<file path="config.mk">
export PLATFORM = sky130hd
export DESIGN_NAME = vga_image_scanner
export DESIGN_NICKNAME = d
export VERILOG_FILES = /design/src/rtl/vga_image_scanner.sv
export SDC_FILE = /design/constraint.sdc
export NUM_CORES = 1
export LEC_CHECK = 0
export ABC_AREA = 1
export CORE_MARGIN = 5
export CORE_UTILIZATION = 40
export DETAILED_ROUTE_END_ITERATION = 7
export HOLD_SLACK_MARGIN = 0.08
export PLACE_DENSITY_LB_ADDON = 0.08
export SLEW_MARGIN = 20
export SYNTH_ARGS = -nofsm -noshare
export SYNTH_HDL_FRONTEND = slang
export SYNTH_SLANG_ARGS = --single-unit
export TNS_END_PERCENT = 10
</file>
<file path="constraint.sdc">
create_clock -name clk -period 6.6 [get_ports clk]
set_input_delay 1.32 -clock clk [delete_from_list [all_inputs] [get_ports clk]]
set_output_delay 1.32 -clock clk [all_outputs]
set_load 0.005 [all_outputs]
</file>
<file path="src/rtl/vga_image_scanner.sv">
// rtl/vga_image_scanner.sv - VGA timing generator that scans a fixed image window over the GPU read port
//
// Purpose: walks the frame in raster order, reads one byte per window pixel and
// emits greyscale RGB with syncs aligned through a three-stage pipeline.
// Ports:
//   clk            pixel clock
//   reset          synchronous, active-high
//   display_enable 0 holds the scanner in its reset state
//   image_select   0 = encrypted, 1 = decrypted; latched at each frame wrap
//   encrypted_gpu  byte returned one cycle after gpu_address
//   decrypted_gpu  byte returned one cycle after gpu_address
//   gpu_address    registered read address for the current window pixel
//   hsync, vsync   active-low syncs
//   blank_n        1 during active video
//   rgb_out        {g,g,g}
//   frame_start    one-cycle pulse with output pixel (0,0)
module vga_image_scanner #(
  parameter int unsigned H_ACTIVE  = 640,
  parameter int unsigned H_FP      = 16,
  parameter int unsigned H_SYNC    = 96,
  parameter int unsigned H_BP      = 48,
  parameter int unsigned V_ACTIVE  = 480,
  parameter int unsigned V_FP      = 10,
  parameter int unsigned V_SYNC    = 2,
  parameter int unsigned V_BP      = 33,
  parameter int unsigned IMG_W     = 256,
  parameter int unsigned IMG_H     = 256,
  parameter int unsigned IMG_X0    = 192,
  parameter int unsigned IMG_Y0    = 112,
  parameter logic [31:0] BASE_ADDR = 32'd0,
  parameter logic [7:0]  BORDER    = 8'h00
) (
  input  logic        clk,
  input  logic        reset,
  input  logic        display_enable,
  input  logic        image_select,
  input  logic [7:0]  encrypted_gpu,
  input  logic [7:0]  decrypted_gpu,
  output logic [31:0] gpu_address,
  output logic        hsync,
  output logic        vsync,
  output logic        blank_n,
  output logic [23:0] rgb_out,
  output logic        frame_start
);

  localparam int unsigned H_TOTAL  = H_ACTIVE + H_FP + H_SYNC + H_BP;
  localparam int unsigned V_TOTAL  = V_ACTIVE + V_FP + V_SYNC + V_BP;
  localparam int unsigned HW       = $clog2(H_TOTAL);
  localparam int unsigned VW       = $clog2(V_TOTAL);
  localparam int unsigned HS_START = H_ACTIVE + H_FP;
  localparam int unsigned HS_END   = HS_START + H_SYNC;
  localparam int unsigned VS_START = V_ACTIVE + V_FP;
  localparam int unsigned VS_END   = VS_START + V_SYNC;

  // reset and display-off share one clear path
  logic clear;
  assign clear = reset || !display_enable;

  // counter state
  logic [HW-1:0] h_q, h_d;
  logic [VW-1:0] v_q, v_d;
  logic [31:0]   row_base_q, row_base_d;
  logic          sel_q, sel_d;

  // S1
  logic [31:0] addr_q, addr_d;
  logic        s1_act_q, s1_win_q, s1_hs_q, s1_vs_q, s1_sel_q, s1_fs_q;
  // S2
  logic        s2_act_q, s2_win_q, s2_hs_q, s2_vs_q, s2_sel_q, s2_fs_q;
  // S3
  logic [23:0] rgb_q, rgb_d;
  logic        hsync_q, vsync_q, blank_q, fs_q;

  logic [31:0] h32, v32, h_off, v_off;
  logic        h_last, v_last, active, col_in, row_in, in_win, hs_raw, vs_raw, first_px;
  logic [7:0]  pix_byte;

  assign h32    = 32'(h_q);
  assign v32    = 32'(v_q);
  assign h_off  = h32 - IMG_X0;
  assign v_off  = v32 - IMG_Y0;
  assign h_last = (h32 == H_TOTAL - 1);
  assign v_last = (v32 == V_TOTAL - 1);

  assign active   = (h32 < H_ACTIVE) && (v32 < V_ACTIVE);
  assign col_in   = (h32 >= IMG_X0) && (h_off < IMG_W);
  assign row_in   = (v32 >= IMG_Y0) && (v_off < IMG_H);
  assign in_win   = active && col_in && row_in;
  assign hs_raw   = !((h32 >= HS_START) && (h32 < HS_END));
  assign vs_raw   = !((v32 >= VS_START) && (v32 < VS_END));
  assign first_px = (h_q == '0) && (v_q == '0);

  always_comb begin
    h_d        = h_last ? '0 : h_q + HW'(1);
    v_d        = v_q;
    row_base_d = row_base_q;
    sel_d      = sel_q;
    if (h_last) begin
      if (v_last) begin
        v_d        = '0;
        row_base_d = BASE_ADDR;
        // the source is switched only between frames so a frame never mixes images
        sel_d      = image_select;
      end else begin
        v_d = v_q + VW'(1);
        // row base always points at column IMG_X0 of the current line's window row
        if (row_in) row_base_d = row_base_q + IMG_W;
      end
    end
  end

  // outside the window the address is left alone so the memory sees no spurious changes
  assign addr_d = in_win ? row_base_q + h_off : addr_q;

  assign pix_byte = s2_sel_q ? decrypted_gpu : encrypted_gpu;

  always_comb begin
    rgb_d = 24'h0;
    if (s2_act_q) rgb_d = s2_win_q ? {3{pix_byte}} : {3{BORDER}};
  end

  always_ff @(posedge clk) begin
    if (clear) begin
      h_q        <= '0;
      v_q        <= '0;
      row_base_q <= BASE_ADDR;
      sel_q      <= 1'b0;
      addr_q     <= BASE_ADDR;
      s1_act_q   <= 1'b0;
      s1_win_q   <= 1'b0;
      s1_hs_q    <= 1'b1;
      s1_vs_q    <= 1'b1;
      s1_sel_q   <= 1'b0;
      s1_fs_q    <= 1'b0;
      s2_act_q   <= 1'b0;
      s2_win_q   <= 1'b0;
      s2_hs_q    <= 1'b1;
      s2_vs_q    <= 1'b1;
      s2_sel_q   <= 1'b0;
      s2_fs_q    <= 1'b0;
      rgb_q      <= 24'h0;
      hsync_q    <= 1'b1;
      vsync_q    <= 1'b1;
      blank_q    <= 1'b0;
      fs_q       <= 1'b0;
    end else begin
      h_q        <= h_d;
      v_q        <= v_d;
      row_base_q <= row_base_d;
      sel_q      <= sel_d;
      addr_q     <= addr_d;
      s1_act_q   <= active;
      s1_win_q   <= in_win;
      s1_hs_q    <= hs_raw;
      s1_vs_q    <= vs_raw;
      s1_sel_q   <= sel_q;
      s1_fs_q    <= first_px;
      s2_act_q   <= s1_act_q;
      s2_win_q   <= s1_win_q;
      s2_hs_q    <= s1_hs_q;
      s2_vs_q    <= s1_vs_q;
      s2_sel_q   <= s1_sel_q;
      s2_fs_q    <= s1_fs_q;
      rgb_q      <= rgb_d;
      hsync_q    <= s2_hs_q;
      vsync_q    <= s2_vs_q;
      blank_q    <= s2_act_q;
      fs_q       <= s2_fs_q;
    end
  end

  assign gpu_address = addr_q;
  assign hsync       = hsync_q;
  assign vsync       = vsync_q;
  assign blank_n     = blank_q;
  assign rgb_out     = rgb_q;
  assign frame_start = fs_q;

endmodule

</file>
After elaboration in Yosys (flattened, before gate mapping). Cells that the tools add are included. Widths: inputs -> output; s select.

Bits in registers: 125. Output and inout port bits: 60.

Add/sub/neg operators: 6. $lt $le $gt $ge: 10. Eq/ne operators: 2. Muxes and demuxes: 4. Bitwise gates (word level): 2. Reductions and logical operators: 19.

Operator list (number): $lt 32x9->1 const B (2); $mux 32 (2); $add 32x32->32 (1); $add 32x9->32 const B (1); $add 10x1->10 const B (2); $eq 10x10->1 const B (2); $logic_not 10->1 (2); $lt 10x10->1 const B (2); $lt 10x9->1 const B (2); $sub 10x7->11 const B (1); $sub 10x8->11 const B (1); $ge 10x10->1 const B (1); $ge 10x7->1 const B (1); $ge 10x8->1 const B (1); $ge 10x9->1 const B (1); $mux 10 (1); $logic_and 1x1->1 (8); $mux 8 (1); $reduce_and 2->1 (2); $logic_not 1->1 (3); $reduce_or 3->1 (1); $not 1->1 (2); $reduce_bool 2->1 (1); $reduce_or 2->1 (1); $logic_or 1x1->1 (1).

Longest topological paths before layout. Gate-level depths: netlist (run 1).

Word-level depth: 5. Mapped depth: 18. Depth with buffers taken out: 17.

Worst setup path before layout (run 1). No wires, ideal clock.

Path type: input-to-reg. Start point: input display_enable. End point: register v_q[9]. Setup time: 0.070 ns. Arrival time: 2.415 ns. Setup slack: 4.115 ns. Cell stages on the path: 7. Path buffers: 1. Cells stage by stage: inv_1 > nor2_1 > clkinv_1 > nor2_1 > buf_2 > o21ai_0 > a21oi_1.

Cells in the longest elaborated chain, start to end: 2.

RTL lines: start, declared (line 35) `input logic display_enable,`; $logic_not 1->1 (line 58) `assign clear = reset || !display_enable;`; $logic_or 1x1->1 (line 58); end signal, assigned (line 149) `v_q <= v_d;`; end, declared (line 62) `logic [VW-1:0] v_q, v_d;`.

Every way passes these cells. A chain may end at the register's enable or synchronous reset.

Worst setup path in the final report (run 1).
Start point: register h_q[7]. End point: register addr_q[20], in the netlist gpu_address[20].

Cells in the longest elaborated chain, start to end: 5. Elaborated cells between the ends (all ways): 9. Classes of those cells: 2 x add/sub; 3 x order compare; 4 x reduce/logical.

RTL lines: start, declared (line 61) `logic [HW-1:0] h_q, h_d;`; start signal, assigned (line 125) `h_q <= '0;`; start signal, assigned (line 148) `h_q <= h_d;`; $sub 10x8->11 (line 81) `assign h_off = h32 - IMG_X0;`; $lt 32x9->1 (line 87) `assign col_in = (h32 >= IMG_X0) && (h_off < IMG_W);`; $logic_and 1x1->1 (line 87); $logic_and 1x1->1 (2 in a row) (line 89) `assign in_win = active && col_in && row_in;`; end signal, assigned (line 152) `addr_q <= addr_d;`; end, declared (line 67) `logic [31:0] addr_q, addr_d;`.

Parallel ways exist; a longest one is shown, timed or not.

==> results of run 1 <==
## final cells by class
class                   count  area [um^2]
clock inverters             6         82.6
flip-flops and latches    101         2020
repair buffers             83          821
multi-input cells         662         3290
clock buffers              10          229
fillers                  1551         7540
well taps                 184          230
inverters                 113          424
## worst max path at each step
stage | endpoint
after global routing | gpu_address[20]$_SDFFE_PP0P_
after floorplan | v_q[9]$_SDFFE_PP0N_
after detailed placement | v_q[6]$_SDFFE_PP0N_
after global placement | v_q[6]$_SDFFE_PP0N_
final | gpu_address[20]$_SDFFE_PP0P_
after CTS | gpu_address[20]$_SDFFE_PP0P_
## logic make-up (layout without fill, tap and decap cells)
| family | count (synthesis) | after routing | share of synthesized area [%] |
|---|---|---|---|
| DFF | 101 | 101 | 33.6 |
| AOI/OAI and AO/OA | 117 | 117 | 11.1 |
| adders and majority gates | 10 | 10 | 2.08 |
| and+or+nand+nor | 506 | 506 | 37.3 |
| buffers and inverters | 159 | 212 | 11.8 |
| xor gates and xnor gates | 29 | 29 | 4.22 |
## sequential cells by signal, indices dropped and copies added (netlist names), 8 cells and up
register     flops
rgb_out          8
h_q             10
v_q             10
row_base_q      24
gpu_address     32
## through the flow
step	setup slack, ns	power, mW	utilization (%)	cells	hold slack (ns)
2_1_floorplan	4.11	0.638	-	922	0.393
5_1_grt	3.20	1.25	48.5	1159	0.440
4_1_cts	3.53	1.22	48.5	1159	0.414
3_3_place_gp	3.19	0.655	46.4	1143	0.399
3_5_place_dp	3.21	0.655	46.4	1143	0.399
6_report	3.51	1.20	48.5	1159	0.413
## critical path: stages (launching register included)
cell	delay, ns
dfxtp_1	0.38
ha_1	0.25
inv_1	0.57
nand2_4	0.40
inv_2	0.22
nand2_1	0.11
nand2_1	0.21
nand2_1	0.08
nand2_1	0.14
inv_1	0.07
o21bai_2	0.17
nand2_1	0.10
nand3_1	0.08
nand3_1	0.08
nand2_1	0.09
inv_1	0.04
## cell usage in the layout (no fill, tap or decap), types with 2 or more instances in the layout
cell               n
nand3_1           75
xnor2_1            6
nor3_4             3
a41o_1             2
o41ai_1            2
inv_2             10
nor3_1            22
nand4_1           18
nor2_2             7
nand2_1          218
clkbuf_16          9
o21ai_1            5
dfxtp_1          101
nor2_1           131
buf_4              4
o21ai_0           33
or2_2              5
nor2_4             3
clkinv_1           3
nor4_1             4
nor3_2             2
xor2_1            23
nand2_2           13
inv_1            100
ha_1              10
a21oi_1           57
a41oi_1           15
clkdlybuf4s50_1   79
## metal layers
| layer | routed length [um] | up-vias | track usage [%] | share of wire (%) |
|---|---|---|---|---|
| met5 | 0 | - | 0 | 0 |
| met4 | 289 | 0 | 6.12 | 1.8 |
| met3 | 468 | 17 | 3.23 | 2.9 |
| met2 | 7620 | 91 | 30.5 | 47 |
| met1 | 7750 | 2584 | 25.1 | 48 |
| li1 | - | 3066 | - | - |
## report_power, final
group          switching [mW]  internal [mW]  leakage, nW  total [mW]
clock                   0.261          0.302        0.148       0.563
sequential           0.000657          0.610        0.814       0.611
combinational          0.0147         0.0144         2.04      0.0291
==> metrics.cfg, run 1 <==
[logic_synthesis]
ys.flop_type=dfxtp_1
yosys-top-cells-area=dfxtp_1 34%, nand2_1 14%, nor2_1 8.2%
yosys.area.top_type_share_pct=33.6
seq_area_frac_synth_pct=33.6
ys_warn_count=0
synth_commonest_cells=218 x nand2_1, 131 x nor2_1, 101 x dfxtp_1
yosysMostFrequentCell=nand2_1
synth_edf_count=0
synth.net_count=952
synth-async-reset-ratio_pct=0
syn-instance-count=922
synth_area_um2=6020
synth.avg_cell_area_um2=6.53
ys_types=37
ys_ff_latch=101
synth_top_area_cell=dfxtp_1

[route]
wl_per_cell_um=13.9
drc=0
wirelength_um=16100
dr.pass1.iters=5
via_per_inst=4.97
ant_nets=0
vias=5758
drt-initial-drc-count=452

[sta]
finalSetupTns_ns=0
timing.fmax_mhz=324
period_share_pct=46.8
maxSlewHeadroom_pct=38.4
layout_min_cycle_time_ns=3.09
slew_violations=0
setup_viol=0
hold_violations=0
tightestPinTransition_ns=0.912
grt_setup_unrepaired=false
clock_skew_ns=0.0144

[floorplanning]
die_w_um=133
core_area_um2=14600
die_h_um=133
start_util_pct=41.1
rows=44
io_pins=80
die_area_um2=17600

[global_route]
grt_pass1_wl_um=27000
grt_max_degree=57
antenna_found_initial=0
gr-total-overflow=0
track_usage_pct=18.7
grt_pass1_vias=5332

[pwr]
ir_worst_vdd_mv=0.126
powerDensity_nw_per_um2=170
leakage_nw=3.01

[status]
status=completed

[layout]
fin_area_um2=7100
drive_gt1_share_pct=6.77
nets=1000
n_antenna_cell=0
syn_to_final_growth_pct=17.9

[clock_network]
clk-insertion-delay-late_ns=0.36
cts_hold_buf=0
postCtsResizedCells=0
h-tree-depth=3
cts_root_buf=clkbuf_16
post-cts-setup-buffers=0
clock_path_buffers=2
cts_buffers=9
clock-sinks=101
clk_pin_slew_ns=0.08
cts_tree=yes

[setup_path]
r2r-end=gpu_address[20]$_SDFFE_PP0P_
path_class=flop to flop
r2r-start=h_q[7]$_SDFF_PP0_
reg2regPathDepth=15
critPathLaunch=h_q[7]$_SDFF_PP0_
r2r_setup_slack_ns=3.51
critPathMaxFanout=42
critical_path_arrival_ns=3.35
cp-start-kind=flop
cp.required_ns=6.86
end_kind=flop

[min_path]
hold_depth=2
whs_endpoint=s2_act_q$_SDFF_PP0_
hold_path_class=flop to flop
min_from=s1_act_q$_SDFF_PP0_

[placed_design]
place_hpwl_um=12200
io_buffers=79
dpl-instance-area_um2=6790
gp_routability_congestion=0.855

[job]
drv_cap=0

(Power assumes the default switching activity.)
==> run 2, diff against run 1 <==
clock period = 3.2 ns   (was 6.6 ns; I/O delays follow)
==> metrics.cfg, run 2 (synthesis gave the netlist of run 1 again) <==
[clock_network]
cts_root_buf=clkbuf_16
post-cts-setup-buffers=0
h-tree-depth=3
clock-sinks=101
cts_buffers=9
clk-insertion-delay-late_ns=0.37
cts_hold_buf=0
clock_path_buffers=2
cts_tree=yes
clk_pin_slew_ns=0.08
postCtsResizedCells=0

[sta]
slew_violations=0
period_share_pct=78.6
whs_ns=0.409
finalSetupTns_ns=0
finalWorstSetupSlack_ns=0.685
layout_min_cycle_time_ns=2.51
clock_skew_ns=0.0187
grt_setup_unrepaired=false
hold_violations=0
maxSlewHeadroom_pct=43.7
tightestPinTransition_ns=0.833
timing.fmax_mhz=398
setup_viol=0

[layout]
fin_area_um2=7110
final_common_cell=nand2_1
nets=1004
drive_gt1_share_pct=7.15
ff_latch_area_um2=2020
layout.cells.non_filler=1163
multi_input_area_um2=3290
largest_reg_flops=32
fillers=1568
layout_common_cells=218 x nand2_1, 131 x nor2_1, 101 x dfxtp_1
syn_to_final_growth_pct=18.0
n_antenna_cell=0
fin_util_pct=48.5

[placed_design]
place_hpwl_um=12400
dpl-instance-area_um2=6820
io_buffers=79
dpl.cell_count=1147
gp_routability_congestion=0.907
dp_slack_ns=0.681

[route]
wirelength_um=16400
wl_per_cell_um=14.1
via_per_inst=4.97
drc=0
dr.pass1.iters=5
drt-initial-drc-count=420
vias=5777
ant_nets=0

[global_route]
gr-total-overflow=0
antenna_found_initial=0
grt_pass1_wl_um=27000
gr-usage-met3_pct=3.30
busiest_layer=met2
use_met2_pct=31.4
globalRouteMet1Util_pct=24.4
track_usage_pct=18.7
grt_pass1_vias=5309
grt_max_degree=57

[setup_path]
crit_slowest_cell=dfxtp_1
reg2regPathDepth=16
path_buf_inv=3
endpoint=gpu_address[20]$_SDFFE_PP0P_
critPathLaunch=h_q[8]$_SDFF_PP0_
critical_path.top_delay_family=simple AND/OR/NAND/NOR gates
worstPathCellList=a21oi_1 > xor2_1 > inv_2 > ha_1 > a21o_1 > nand2_1 > nand2_1 > nand2_1 > nand2_1 > inv_1 > o21bai_2 > nand2_1 > nand3_1 > nand3_1 > nand2_1 > inv_1
r2r_setup_slack_ns=0.69
cp.required_ns=3.48
path_class=flop to flop
r2r-start=h_q[8]$_SDFF_PP0_
cp.depth=16
end_kind=flop
critical_path_arrival_ns=2.79
cp-start-kind=flop
slowest_delay_ns=0.41
r2r-end=gpu_address[20]$_SDFFE_PP0P_
critPathMaxFanout=8
cpMostUsedCell=nand2_1

[job]
drv_cap=0

[pwr]
leakage_nw=3.01
total_power_mw=2.41
ir_worst_vdd_mv=0.280
powerDensity_nw_per_um2=339

[floorplanning]
die_w_um=133
io_pins=80
die_h_um=133
core_area_um2=14600
rows=44
die_area_um2=17600
start_util_pct=41.1

[status]
status=completed

[min_path]
hold_path_class=flop to flop

==> run 2: changes by cell type in the layout (fill, tap and decap cells not counted), sizes merged <==
cell and change:
bufinv -1, clkinv +1, buf +4
==> run 2: layer usage <==
metal | wire [um] | up-vias | part of all wire [%]
li1 | - | 3068 | -
met1 | 7680 | 2580 | 47
met2 | 7810 | 110 | 48
met3 | 610 | 19 | 3.7
met4 | 291 | 0 | 1.8
met5 | 0 | - | 0
==> run 2: report_power, final <==
part / internal [mW] / switching [mW] / total [mW]
Clock: 0.544 / 0.539 / 1.08
Combinational: 0.0312 / 0.0317 / 0.0629
Sequential: 1.26 / 0.00150 / 1.26
Total: 1.83 / 0.572 / 2.41
==> run 2: how the worst min path moves through the flow <==
stage | startpoint | endpoint | cells after the start
after floorplan | s2_hs_q$_SDFF_PP1_ | hsync$_SDFF_PP1_ | 1
after global placement | s2_vs_q$_SDFF_PP1_ | vsync$_SDFF_PP1_ | 1
after detailed placement | s1_act_q$_SDFF_PP0_ | s2_act_q$_SDFF_PP0_ | 2
after CTS | s2_fs_q$_SDFF_PP0_ | frame_start$_SDFF_PP0_ | 2
after global routing | s2_fs_q$_SDFF_PP0_ | frame_start$_SDFF_PP0_ | 2
final | s1_win_q$_SDFF_PP0_ | s2_win_q$_SDFF_PP0_ | 2
==> run 2: worst register-to-register path, delay by kind of cell, from the launching register on <==
family,cells,cell delay (ns)
and+or+nand+nor,8,0.80
AOI/OAI and AO/OA,3,0.58
DFF,1,0.41
adders and majority gates,1,0.30
xor gates and xnor gates,1,0.18
buffers and inverters,3,0.17
==> run 2: final cells by class <==
cell class	instances	area share [%]
inverters	113	5.97
flip-flops and latches	101	28.5
multi-input cells	662	46.3
clock buffers	10	3.22
clock inverters	6	0.810
well taps	184	3.24
repair buffers	87	12.0
